## config.mk

```make
export PLATFORM = sky130hd
export DESIGN_NAME = mem_arbiter_mp
export DESIGN_NICKNAME = d
export VERILOG_FILES = /design/src/rtl/mem_arbiter_mp.sv
export SDC_FILE = /design/constraint.sdc
export NUM_CORES = 1
export LEC_CHECK = 0
export CORE_ASPECT_RATIO = 2
export CORE_MARGIN = 3
export CORE_UTILIZATION = 38
export DETAILED_ROUTE_END_ITERATION = 7
export PLACE_DENSITY = 0.79
export REMOVE_ABC_BUFFERS = 1
export SLEW_MARGIN = 25
export SYNTH_ARGS = -nofsm -noshare
export SYNTH_HDL_FRONTEND = slang
export SYNTH_SLANG_ARGS = --single-unit
```

## constraint.sdc

```tcl
create_clock -name clk -period 2.8 [get_ports clk]
set_clock_uncertainty 0.2 [all_clocks]
set_input_delay 0.56 -clock clk [delete_from_list [all_inputs] [get_ports clk]]
set_output_delay 0.56 -clock clk [all_outputs]
set_load 0.005 [all_outputs]
```

## src/rtl/mem_arbiter_mp.sv

```systemverilog
// mem_arbiter_mp: urgent-first round-robin arbiter issuing fixed-length MIG command bursts
module mem_arbiter_mp #(
    parameter int ADDR_W    = 29,
    parameter int MASK_W    = 16,
    parameter int NUM_WR    = 2,
    parameter int NUM_RD    = 2,
    parameter int BURST_LEN = 4,
    parameter int ADDR_STEP = 8,
    localparam int WW = NUM_WR > 1 ? $clog2(NUM_WR) : 1
) (
    input  logic                     clk,
    input  logic                     reset,
    input  logic                     calib_done,
    input  logic                     app_rdy,
    output logic                     app_en,
    output logic [2:0]               app_cmd,
    output logic [ADDR_W-1:0]        app_addr,
    input  logic                     app_wdf_rdy,
    output logic                     app_wdf_wren,
    output logic                     app_wdf_end,
    output logic [MASK_W-1:0]        app_wdf_mask,
    output logic [WW-1:0]            wr_sel,
    output logic [NUM_WR-1:0]        wdata_rd_en,
    input  logic [NUM_WR-1:0]        wr_req,
    input  logic [NUM_WR-1:0]        wr_urgent,
    input  logic [NUM_WR*ADDR_W-1:0] wr_addr,
    output logic [NUM_WR-1:0]        wr_ack,
    input  logic [NUM_RD-1:0]        rd_req,
    input  logic [NUM_RD-1:0]        rd_urgent,
    input  logic [NUM_RD*ADDR_W-1:0] rd_addr,
    output logic [NUM_RD-1:0]        rd_ack,
    output logic                     busy
);
    localparam int N  = NUM_WR + NUM_RD;
    localparam int PW = $clog2(N);
    localparam int RW = NUM_RD > 1 ? $clog2(NUM_RD) : 1;
    localparam int BW = $clog2(BURST_LEN + 1);

    typedef enum logic [2:0] {CALIB, IDLE, WR_DATA, WR_CMD, RD_CMD} state_t;

    state_t              state_q, state_d;
    logic                app_en_q, app_en_d, wren_q, wren_d;
    logic [2:0]          app_cmd_q, app_cmd_d;
    logic [ADDR_W-1:0]   app_addr_q, app_addr_d;
    logic [WW-1:0]       wr_sel_q, wr_sel_d, wr_idx;
    logic [RW-1:0]       rd_sel_q, rd_sel_d, rd_idx;
    logic [NUM_WR-1:0]   wdata_rd_en_q, wdata_rd_en_d, wr_ack_q, wr_ack_d;
    logic [NUM_RD-1:0]   rd_ack_q, rd_ack_d;
    logic [PW-1:0]       rr_q, rr_d, win, rd_off;
    logic [PW:0]         j;
    logic [BW-1:0]       beat_q, beat_d;
    logic [N-1:0]        req, urg, cand;
    logic                found, win_wr, accept, last;

    // Urgent requesters mask out the rest; search starts one past the last winner.
    always_comb begin
        req   = {rd_req, wr_req};
        urg   = req & {rd_urgent, wr_urgent};
        cand  = |urg ? urg : req;
        win   = '0;
        found = 1'b0;
        j     = '0;
        for (int k = 1; k <= N; k++) begin
            j = {1'b0, rr_q} + (PW + 1)'(k);
            j = j >= (PW + 1)'(N) ? j - (PW + 1)'(N) : j;
            if (!found && cand[j[PW-1:0]]) begin
                win   = j[PW-1:0];
                found = 1'b1;
            end
        end
    end

    assign win_wr = win < PW'(NUM_WR);
    assign wr_idx = win[WW-1:0];
    assign rd_off = win - PW'(NUM_WR);
    assign rd_idx = rd_off[RW-1:0];
    assign accept = app_en_q & app_rdy;
    assign last   = beat_q == BW'(1);

    always_comb begin
        state_d       = state_q;
        app_en_d      = app_en_q;
        app_cmd_d     = app_cmd_q;
        app_addr_d    = app_addr_q;
        wren_d        = wren_q;
        wr_sel_d      = wr_sel_q;
        rd_sel_d      = rd_sel_q;
        rr_d          = rr_q;
        beat_d        = beat_q;
        wdata_rd_en_d = '0;
        wr_ack_d      = '0;
        rd_ack_d      = '0;
        case (state_q)
            CALIB: state_d = calib_done ? IDLE : CALIB;
            IDLE: if (|req) begin
                rr_d       = win;
                beat_d     = BW'(BURST_LEN);
                app_addr_d = win_wr ? wr_addr[int'(wr_idx)*ADDR_W +: ADDR_W]
                                    : rd_addr[int'(rd_idx)*ADDR_W +: ADDR_W];
                if (win_wr) begin
                    wr_sel_d      = wr_idx;
                    wdata_rd_en_d = NUM_WR'(1) << wr_idx;
                    wren_d        = 1'b1;
                    state_d       = WR_DATA;
                end else begin
                    rd_sel_d  = rd_idx;
                    app_en_d  = 1'b1;
                    app_cmd_d = 3'b001;
                    state_d   = RD_CMD;
                end
            end
            WR_DATA: if (app_wdf_rdy) begin
                wren_d    = 1'b0;
                app_en_d  = 1'b1;
                app_cmd_d = 3'b000;
                state_d   = WR_CMD;
            end
            WR_CMD: if (accept) begin
                wr_ack_d = NUM_WR'(1) << wr_sel_q;
                beat_d   = beat_q - BW'(1);
                app_en_d = 1'b0;
                if (!last) begin
                    app_addr_d    = app_addr_q + ADDR_W'(ADDR_STEP);
                    wdata_rd_en_d = NUM_WR'(1) << wr_sel_q;
                    wren_d        = 1'b1;
                    state_d       = WR_DATA;
                end else begin
                    state_d = IDLE;
                end
            end
            RD_CMD: if (accept) begin
                rd_ack_d   = NUM_RD'(1) << rd_sel_q;
                beat_d     = beat_q - BW'(1);
                app_addr_d = last ? app_addr_q : app_addr_q + ADDR_W'(ADDR_STEP);
                app_en_d   = !last;
                state_d    = last ? IDLE : RD_CMD;
            end
            default: state_d = CALIB;
        endcase
    end

    always_ff @(posedge clk) begin
        if (reset) begin
            state_q       <= CALIB;
            app_en_q      <= 1'b0;
            app_cmd_q     <= '0;
            app_addr_q    <= '0;
            wren_q        <= 1'b0;
            wr_sel_q      <= '0;
            rd_sel_q      <= '0;
            rr_q          <= '0;
            beat_q        <= '0;
            wdata_rd_en_q <= '0;
            wr_ack_q      <= '0;
            rd_ack_q      <= '0;
        end else begin
            state_q       <= state_d;
            app_en_q      <= app_en_d;
            app_cmd_q     <= app_cmd_d;
            app_addr_q    <= app_addr_d;
            wren_q        <= wren_d;
            wr_sel_q      <= wr_sel_d;
            rd_sel_q      <= rd_sel_d;
            rr_q          <= rr_d;
            beat_q        <= beat_d;
            wdata_rd_en_q <= wdata_rd_en_d;
            wr_ack_q      <= wr_ack_d;
            rd_ack_q      <= rd_ack_d;
        end
    end

    assign app_en       = app_en_q;
    assign app_cmd      = app_cmd_q;
    assign app_addr     = app_addr_q;
    assign app_wdf_wren = wren_q;
    assign app_wdf_end  = wren_q;
    assign app_wdf_mask = '0;
    assign wr_sel       = wr_sel_q;
    assign wdata_rd_en  = wdata_rd_en_q;
    assign wr_ack       = wr_ack_q;
    assign rd_ack       = rd_ack_q;
    assign busy         = state_q != IDLE;
endmodule

```

==> impl_metrics.sql <==
INSERT INTO impl_metrics (metric_group, metric, value, unit) VALUES
('pwr', 'power_switching_share', '0.354', ''),
('pwr', 'pwr_density_cell', '540', 'nW/µm²'),
('die', 'initial_core_utilization', '0.394', ''),
('clocking', 'clkTransAtPathRegs', '0.07', 'ns'),
('timing', 'maxSlewHeadroom', '0.627', ''),
('setup_path', 'worst-path-max-fanout', '5', ''),
('finish', 'cell_count_final_fillers_out', '869', ''),
('timing', 'hold_viol_final', '0', ''),
('status', 'outcome', 'complete, no violations', ''),
('setup_path', 'reg2reg_slack', '0.15', 'ns'),
('finish', 'post-route-cell-area', '6390', 'µm²'),
('synthesis', 'synth.cell_area', '3890', 'µm²'),
('die', 'io_pins', '188', ''),
('drt', 'dr.pass1.iters', '5', ''),
('grt', 'antenna_found_initial', '0', ''),
('finish', 'drive_gt1_frac', '0.157', ''),
('synthesis', 'synth_area_leader_cell', 'dfxtp_1', ''),
('finish', 'nNetsFinal', '868', ''),
('timing', 'unrepaired_setup_endpoints_after_global_routing', 'no', ''),
('grt', 'grt_pass1_vias', '5121', ''),
('synthesis', 'synth_async_sr_flop_share', '0', ''),
('finish', 'synthToLayoutAreaGrowth', '64.3', '%'),
('clocking', 'clock_latency', '0.30', 'ns'),
('finish', 'multi_input_area', '2660', 'µm²'),
('finish', 'final_core_utilization', '0.647', ''),
('place', 'placed_area', '6180', 'µm²'),
('finish', 'fill_cells', '824', ''),
('timing', 'transition_time_at_the_pin_with_the_least_slew_margin', '0.554', 'ns'),
('place', 'place_congestion', '0.932', ''),
('timing', 'achievable-frequency', '369', 'MHz'),
('synthesis', 'yosysWarnings', '0', ''),
('synthesis', 'post_synth.cell_area_avg', '7.62', 'µm²'),
('flow_run', 'maxCapViolations', '0', ''),
('finish', 'mostFrequentLayoutCells', 'clkdlybuf4s50_1 (161), buf_4 (77), nand2_1 (53)', ''),
('timing', 'finalMaxSlewViolations', '0', ''),
('pwr', 'power.leakage', '2.60', 'nW'),
('clocking', 'cts-htree-levels', '2', ''),
('synthesis', 'synthFlopType', 'dfxtp_1', ''),
('setup_path', 'r2r-end', 'app_addr[17]', ''),
('die', 'die-height', '149', 'µm'),
('synthesis', 'synth_enable_flop_cells', '0', ''),
('setup_path', 'worst-setup-path-type', 'reg2out', ''),
('place', 'portBuffers', '169', ''),
('synthesis', 'syn_inst', '511', ''),
('timing', 'final_critical_period', '2.71', 'ns'),
('die', 'die_width', '77.6', 'µm'),
('hold_path', 'worst_min_delay_path_class', 'reg2reg', ''),
('clocking', 'tritoncts', 'built', ''),
('drt', 'avgRoutedWirePerCell', '18.5', 'µm'),
('place', 'place.detailed.hpwl', '12900', 'µm'),
('drt', 'dr_wl_met3', '925', 'µm'),
('pwr', 'vdd_drop_max', '0.297', 'mV'),
('hold_path', 'whs_endpoint', 'app_cmd[0]', ''),
('pwr', 'power.share.clock', '0.235', ''),
('setup_path', 'ff_to_ff_path_depth', '9', ''),
('drt', 'route.vias.total', '4939', ''),
('pwr', 'internal_power', '2.23', 'mW'),
('grt', 'wire_length_of_the_first_global_routing_pass', '25000', 'µm'),
('drt', 'detail_route.iter0.violations', '322', ''),
('hold_path', 'holdPathStages', '1', ''),
('clocking', 'clkSinkCount', '48', ''),
('setup_path', 'cp.required', '2.04', 'ns'),
('place', 'placed_cells_incl_taps', '860', ''),
('pwr', 'p_switching', '1.22', 'mW'),
('finish', 'antennaDiodeCount', '0', ''),
('drt', 'wirelength_met1', '5390', 'µm'),
('clocking', 'hold_buffers', '0', ''),
('synthesis', 'ys_seq_area_frac', '0.247', ''),
('grt', 'groute.usage.overall', '0.273', ''),
('clocking', 'worst_case_clock_buffer_depth', '2', ''),
('hold_path', 'launch_instance_of_the_worst_min_delay_path', 'app_cmd[0]', '');
-- registers in the layout (all words and copies together), names as in the netlist --
| name | flops |
|---|---|
| wr_ack | 2 |
| app_wdf_end | 1 |
| app_addr | 29 |
| rd_ack | 2 |
| wr_sel | 1 |
| rr_q | 2 |
| beat_q | 3 |
| rd_sel_q | 1 |
| wdata_rd_en | 2 |
| app_cmd | 1 |
| app_en | 1 |
| state_q | 3 |
-- timing repair --
action	CTS	global route
pin swaps	2	3
setup endpoints to repair	34	26
hold endpoints to repair	0	0
resized for setup	16	9
buffers inserted	1	0
-- layout make-up --
type,instances,area share
Clock buffer,5,0.0196
Clock inverter,3,0.0108
Inverter,13,0.00763
Multi-Input combinational cell,416,0.416
Sequential cell,48,0.150
Tap cell,132,0.0258
Timing Repair Buffer,252,0.370
-- power groups by stage --
stage	Clock, mW	Combinational [mW]	Sequential [mW]
global route	0.835	1.81	0.970
floorplan	0	0.721	0.936
finish	0.813	1.69	0.955
global placement	0	1.63	0.956
CTS	0.812	1.68	0.948
detailed placement	0	1.66	0.960
-- Yosys cell counts, drive strengths merged, types with 3 or more instances --
library cell  instances
mux2i                43
a211oi               23
a22o                  4
nor3                 17
o21a                  7
nand3                13
nor3b                 3
nor2                 40
clkbuf               17
a21oi                34
or4                   3
a31oi                10
nor4                  8
ha                    3
buf                  34
o211ai                4
o22a                  6
nor2b                 7
or3                   4
dfxtp                48
a21o                  4
and2                  7
a32oi                 4
nand4                 4
o31a                  3
a2bb2oi               4
and3                 11
nand2                53
inv                  13
o21ai                41
a22oi                 4
o22ai                 7
-- per-stage QoR --
stage / power (mW) / worst slack (ns)
after global placement: 2.58 / -0.544
after global routing: 3.62 / 0.000240
final: 3.46 / 0.0875
after floorplan: 1.66 / -0.970
after CTS: 3.44 / 0.0758
after detailed placement: 2.62 / -0.588
-- worst max-delay path by stage --
stage                 startpoint           end  slack (ns)  cells past startpoint
CTS                    wr_req[0]  app_addr[11]        0.08                      9
floorplan              wr_req[0]  app_addr[11]       -0.97                      7
detailed placement     wr_req[0]  app_addr[11]       -0.59                      8
global placement       wr_req[0]  app_addr[11]       -0.54                      8
finish                state_q[2]          busy        0.09                      4
global route        rd_urgent[0]  app_addr[11]      0.0002                      9
-- metal layers --
metal,vias up,track usage
met1,2317,0.260
met2,250,0.542
li1,2318,-
met3,54,0.0423
met4,0,0.139
met5,-,0
-- critical path: stages (launching register included) --
cell and delay (ns):
dfxtp_1 0.36, nor2b_1 0.47, buf_4 0.24, nand2_1 0.07
clkdlybuf4s50_1 0.51
-- cell families after synthesis --
| group | Yosys count | synth area share |
|---|---|---|
| DFF | 48 | 0.247 |
| xor gates and xnor gates | 1 | 0.00225 |
| AOI/OAI and AO/OA | 173 | 0.306 |
| buffers and inverters | 64 | 0.0990 |
| and+or+nand+nor | 177 | 0.221 |
| adders and majority gates | 3 | 0.00964 |
| muxes | 44 | 0.113 |
| other | 1 | 0.000963 |
Power figures use the tool's default switching activity.
